$ cat src/rtl/fft_pkg.sv
// Shared types and helpers for the FFT output reorder stage.
package fft_pkg;

    localparam int MAX_LOG_N = 12;

    typedef enum logic [1:0] {
        WAIT_SYNC,
        FILL,
        STREAM
    } state_t;

    // Reverse the low 'width' bits of x; higher result bits are zero.
    function automatic logic [MAX_LOG_N-1:0] bitrev(
        input logic [MAX_LOG_N-1:0] x,
        input int                   width
    );
        logic [MAX_LOG_N-1:0] r;
        r = {<<{x}};
        return r >> (MAX_LOG_N - width);
    endfunction

endpackage

$ cat src/rtl/fft_bitrev_buffer_dp_ram.sv
// Simple dual-port RAM: one write port, one registered read port.
// The read register clears when no read is issued, so it doubles as the zeroed output stage.
module dp_ram #(
    parameter int ADDR_WIDTH = 4,
    parameter int WIDTH      = 66
) (
    input  logic                  clk,
    input  logic                  rst,
    input  logic                  wr_en,
    input  logic [ADDR_WIDTH-1:0] wr_addr,
    input  logic [WIDTH-1:0]      wr_data,
    input  logic                  rd_en,
    input  logic [ADDR_WIDTH-1:0] rd_addr,
    output logic [WIDTH-1:0]      rd_data
);

    logic [WIDTH-1:0] mem [2**ADDR_WIDTH];

    always_ff @(posedge clk) begin
        if (wr_en) begin
            mem[wr_addr] <= wr_data;
        end
    end

    always_ff @(posedge clk or posedge rst) begin
        if (rst) begin
            rd_data <= '0;
        end else if (rd_en) begin
            rd_data <= mem[rd_addr];
        end else begin
            rd_data <= '0;
        end
    end

endmodule

$ cat src/rtl/fft_bitrev_buffer.sv
// Converts a bit-reversed FFT frame stream to natural order via ping-pong banks.
// Constant latency N+1 cycles from input sample 0 to output sample 0.
module fft_bitrev_buffer
    import fft_pkg::*;
#(
    parameter int DATA_WIDTH = 33,
    parameter int LOG_N      = 3
) (
    input  logic                         clk,
    input  logic                         rst,
    input  logic                         sink_sync,
    input  logic signed [DATA_WIDTH-1:0] sink_Re,
    input  logic signed [DATA_WIDTH-1:0] sink_Im,
    output logic                         source_sync,
    output logic                         source_valid,
    output logic signed [DATA_WIDTH-1:0] source_Re,
    output logic signed [DATA_WIDTH-1:0] source_Im
);

    localparam int               N    = 2**LOG_N;
    localparam logic [LOG_N-1:0] LAST = LOG_N'(N - 1);
    localparam logic [LOG_N-1:0] ONE  = LOG_N'(1);

    state_t                  state, state_nxt;
    logic [LOG_N-1:0]        wr_cnt, wr_cnt_nxt, wr_idx;
    logic [LOG_N-1:0]        rd_cnt, rd_idx;
    logic                    wr_bank, wr_en, frame_done, rd_active;
    logic [2*DATA_WIDTH-1:0] rd_data;

    always_ff @(posedge clk or posedge rst) begin
        if (rst) begin
            state <= WAIT_SYNC;
        end else begin
            state <= state_nxt;
        end
    end

    // A sync always writes index 0; in running states it discards any partial frame.
    always_comb begin
        state_nxt  = state;
        wr_en      = 1'b0;
        wr_idx     = '0;
        wr_cnt_nxt = wr_cnt;
        frame_done = 1'b0;
        case (state)
            WAIT_SYNC: begin
                if (sink_sync) begin
                    wr_en      = 1'b1;
                    wr_cnt_nxt = ONE;
                    state_nxt  = FILL;
                end
            end
            FILL, STREAM: begin
                wr_en = 1'b1;
                if (sink_sync) begin
                    wr_cnt_nxt = ONE;
                end else begin
                    wr_idx     = wr_cnt;
                    wr_cnt_nxt = wr_cnt + ONE;
                    if (wr_cnt == LAST) begin
                        frame_done = 1'b1;
                        state_nxt  = STREAM;
                    end
                end
            end
            default: state_nxt = WAIT_SYNC;
        endcase
    end

    always_ff @(posedge clk or posedge rst) begin
        if (rst) begin
            wr_cnt       <= '0;
            wr_bank      <= 1'b0;
            rd_cnt       <= '0;
            rd_active    <= 1'b0;
            source_valid <= 1'b0;
            source_sync  <= 1'b0;
        end else begin
            wr_cnt       <= wr_cnt_nxt;
            source_valid <= rd_active;
            source_sync  <= rd_active && (rd_cnt == '0);
            if (frame_done) begin
                wr_bank   <= ~wr_bank;
                rd_cnt    <= '0;
                rd_active <= 1'b1;
            end else if (rd_active) begin
                rd_cnt <= rd_cnt + ONE;
                if (rd_cnt == LAST) begin
                    rd_active <= 1'b0;
                end
            end
        end
    end

    // The read side always works on the bank not currently being written.
    assign rd_idx = LOG_N'(bitrev(MAX_LOG_N'(rd_cnt), LOG_N));

    dp_ram #(
        .ADDR_WIDTH(LOG_N + 1),
        .WIDTH     (2 * DATA_WIDTH)
    ) u_ram (
        .clk    (clk),
        .rst    (rst),
        .wr_en  (wr_en),
        .wr_addr({wr_bank, wr_idx}),
        .wr_data({sink_Re, sink_Im}),
        .rd_en  (rd_active),
        .rd_addr({~wr_bank, rd_idx}),
        .rd_data(rd_data)
    );

    assign source_Re = rd_data[2*DATA_WIDTH-1:DATA_WIDTH];
    assign source_Im = rd_data[DATA_WIDTH-1:0];

endmodule
$ cat config.mk
export PLATFORM = sky130hd
export DESIGN_NAME = fft_bitrev_buffer
export DESIGN_NICKNAME = d
export VERILOG_FILES = /design/src/rtl/fft_pkg.sv /design/src/rtl/fft_bitrev_buffer_dp_ram.sv /design/src/rtl/fft_bitrev_buffer.sv
export SDC_FILE = /design/constraint.sdc
export NUM_CORES = 1
export LEC_CHECK = 0
export ABC_CLOCK_PERIOD_IN_PS = 4910
export CAP_MARGIN = 15
export CORE_ASPECT_RATIO = 1.75
export CORE_UTILIZATION = 25
export DETAILED_ROUTE_END_ITERATION = 12
export DONT_BUFFER_PORTS = 1
export HOLD_SLACK_MARGIN = 0.02
export PLACE_DENSITY_LB_ADDON = 0.3
export SLEW_MARGIN = 20
export SYNTH_ARGS = -nofsm -noshare
export SYNTH_HDL_FRONTEND = slang
export SYNTH_SLANG_ARGS = --single-unit
$ cat constraint.sdc
create_clock -name clk -period 4.91 [get_ports clk]
set_input_delay 1.473 -clock clk [delete_from_list [all_inputs] [get_ports clk]]
set_output_delay 1.473 -clock clk [all_outputs]
set_load 0.03 [all_outputs]
==> results.cfg <==
[power_and_ir_drop]
p_per_area_nw_per_um2 = 492.7
p_leak_nw = 18.43
total_power_mw = 24.28
ir_drop_v = 0.0002855

[setup_path]
cp_max_fo = 51
critical_path_required_ps = 5230
worstSetupPathType = reg2reg
end_kind = flop
start_kind = flop
r2r_slack_ps = 1990
crit_slowest_cell = nor2_4
worst_r2r_path_depth = 7
worstPathArrival_ps = 3240
max_stage_delay_ps = 550
r2r-end = u_ram.mem[0][15]$_DFFE_PP_
timing.rr.start = state[0]$_DFFE_PP0P_
crit_chain = inv_1 -> ha_1 -> o21ai_0 -> a21oi_1 -> nand2b_1 -> nor2_4 -> buf_12

[outcome]
outcome = finished, final reports clean

[grt]
grt_max_degree = 85
overflow = 0
grt.total_usage_pct = 12.37
grt_first_pass_wirelength_um = 155900
grt_pass1_vias = 21595
antenna_found_initial = 4

[clock_network]
cts_made_buffers = 100
htree_levels = 3
post_cts_buffers = 0
worstSkewPairLatency_ps = 710
clockBufferDepth = 3
cts_resized = 0
cts_root_buf = clkbuf_16
cts_tree = built
cts_hold_buf = 0
clk_pin_slew_ps = 70
cts_sinks = 1134

[route]
vias = 20519
wl_per_cell_um = 23.72
first_pass_iters = 5
ant_nets = 0
drt_iter0_markers = 1371
vias_per_cell = 4.418
drc = 0
wl_um = 110100

[timing]
setup_tns_ps = 0
timing.final.crit_share_pct = 59.49
slew_violations = 0
clock_skew_ps = 49.03
min_period_ps = 2921
slew_headroom_pct = 28.12
rsz0062_at_grt = false
setup_viol = 0
tightestPinTransition_ps = 1078
hold_violations = 0
fmax_mhz = 342.4

[synth]
netlist_area_um2 = 43370
synthesis.nets = 2376
yosysTopAreaCell = edfxtp_1
synth.area.top_cells = edfxtp_1 73%, mux2i_1 11%, dfrtp_1 4.5%
synth_top_area_share_pct = 73.12
synth_edf_count = 1056
netlist_instances = 2299
yosys_most_used_dff = edfxtp_1
ys_ff_latch = 1134
synth-seq-area-share_pct = 77.62
ys_async_sr_fraction_pct = 6.878
synth_cell_type_count = 37
ys_warn_count = 0
synth_area_per_cell_um2 = 18.86

[worst_hold_path]
hold_end = state[1]$_DFFE_PP0P_
worstHoldPathCells = 2
hold_path.startpoint = state[1]$_DFFE_PP0P_
hp-class = reg2reg

[floorplan]
fp-row-count = 201
dieArea_um2 = 175200
chipWidth_um = 316.8
initial_core_util_pct = 25.25
num_io_pins = 137
die_y_um = 553.0
core_region_area_um2 = 171800

[final_layout]
nets = 2402
syn2layout_area_growth_pct = 13.64
design_area_um2 = 49280
drive_above_1_share_pct = 10.54

[placed_design]
gp_congestion = 0.7084
dp_hpwl_um = 63310
io_buffers = 0
dpl-instance-area_um2 = 45950

[run]
max_cap_viol_count = 0
routing by layer:
metal | up-vias | part of all wire [%] | global-route usage (%) | routed length, µm
li1 | 9249 | - | - | -
met1 | 10747 | 39 | 14.00 | 42800
met4 | 0 | 2.4 | 3.810 | 2673
met5 | - | 0 | 0 | 0
met3 | 129 | 6.6 | 3.552 | 7274
met2 | 394 | 52 | 22.09 | 57390
registers in the layout (all words and copies together), names as in the netlist, 2 cells and up:
signal	cells
rd_cnt	3
state	2
u_ram.mem	1056
u_ram.rd_data	66
wr_cnt	3
placed cells by master (no fill, tap or decap), drive strengths merged:
| cell | count |
|---|---|
| a21o | 1 |
| a21oi | 2 |
| a221oi | 19 |
| a22oi | 230 |
| and2 | 2 |
| and2b | 1 |
| buf | 59 |
| bufinv | 6 |
| clkbuf | 136 |
| clkinv | 35 |
| clkinvlp | 4 |
| dfrtp | 78 |
| diode | 1 |
| edfxtp | 1056 |
| ha | 8 |
| inv | 13 |
| mux2i | 494 |
| mux4 | 19 |
| nand2 | 119 |
| nand2b | 3 |
| nand3 | 2 |
| nand3b | 1 |
| nand4b | 1 |
| nand4bb | 1 |
| nor2 | 22 |
| nor2b | 3 |
| nor3b | 2 |
| o21a | 1 |
| o21ai | 42 |
| o22ai | 47 |
| o32ai | 1 |
| xnor2 | 1 |
| xor2 | 1 |
final cells by class:
cell class	count	area [µm²]
fill	16753	122500
sequential	1134	33670
multi-input combinational	1023	8740
tap	2233	2794
clock buffer	136	2738
timing repair buffer	59	718.2
clock inverter	51	590.6
inverter	7	33.78
antenna	1	2.502
synth_stat cells, types with 2 or more instances:
| library cell | number |
|---|---|
| nand2b_1 | 3 |
| a22oi_1 | 230 |
| o22ai_1 | 47 |
| mux4_2 | 18 |
| inv_1 | 7 |
| buf_8 | 14 |
| a21oi_1 | 2 |
| buf_6 | 26 |
| a221oi_2 | 2 |
| a221oi_1 | 17 |
| nor2_1 | 22 |
| buf_4 | 24 |
| mux2i_1 | 494 |
| dfrtp_1 | 78 |
| nor2b_1 | 3 |
| o21ai_1 | 38 |
| edfxtp_1 | 1056 |
| ha_1 | 8 |
| nand3_1 | 2 |
| buf_12 | 7 |
| and2_1 | 2 |
| buf_2 | 26 |
| o21ai_0 | 4 |
| nor3b_1 | 2 |
| clkbuf_1 | 37 |
| nand2_1 | 119 |
stage by stage:
stage	util, %	setup slack [ps]	hold slack (ps)	std cells
after global placement	26.75	1376	545.2	4456
final	28.69	1989	554.2	4644
after floorplan	-	-284.1	348.7	2299
after detailed placement	26.75	1348	538.3	4456
after global routing	28.69	1794	628.0	4644
after CTS	28.69	1964	555.9	4643
report_power, final:
part	switching, mW	internal [mW]
clock	3.68	4.30
sequential	0.256	11.2
combinational	3.07	1.75
worst max path at each step:
stage / from / endpoint / slack (ps)
finish: state[0]$_DFFE_PP0P_ / u_ram.mem[0][15]$_DFFE_PP_ / 1990
global route: state[1]$_DFFE_PP0P_ / u_ram.mem[2][8]$_DFFE_PP_ / 1790
detailed placement: sink_sync / u_ram.mem[2][6]$_DFFE_PP_ / 1350
floorplan: sink_sync / u_ram.mem[5][0]$_DFFE_PP_ / -280
global placement: sink_sync / u_ram.mem[3][15]$_DFFE_PP_ / 1380
CTS: state[0]$_DFFE_PP0P_ / u_ram.mem[2][15]$_DFFE_PP_ / 1960
worst max-delay path, delay by kind of cell, from the launching register on:
family	cells	cell delay [ps]
AO/OA/AOI/OAI	2	380
adder cells (fa/ha/maj)	1	420
buffers and inverters	2	490
flip-flops	1	390
AND/OR/NAND/NOR	2	820
cells by family (layout without fill, tap and decap cells):
kind of cell / count (synthesis) / count (layout) / share of synthesized area (%)
AOI/OAI and AO/OA: 343 / 343 / 5.635
muxes: 513 / 513 / 12.40
xor gates and xnor gates: 2 / 2 / 0.04040
and+or+nand+nor: 157 / 157 / 1.480
DFF: 1134 / 1134 / 77.62
buffers and inverters: 142 / 253 / 2.591
other: 0 / 1 / 0
adders and majority gates: 8 / 8 / 0.2308
Note: power is estimated with default switching activity, not from simulation.
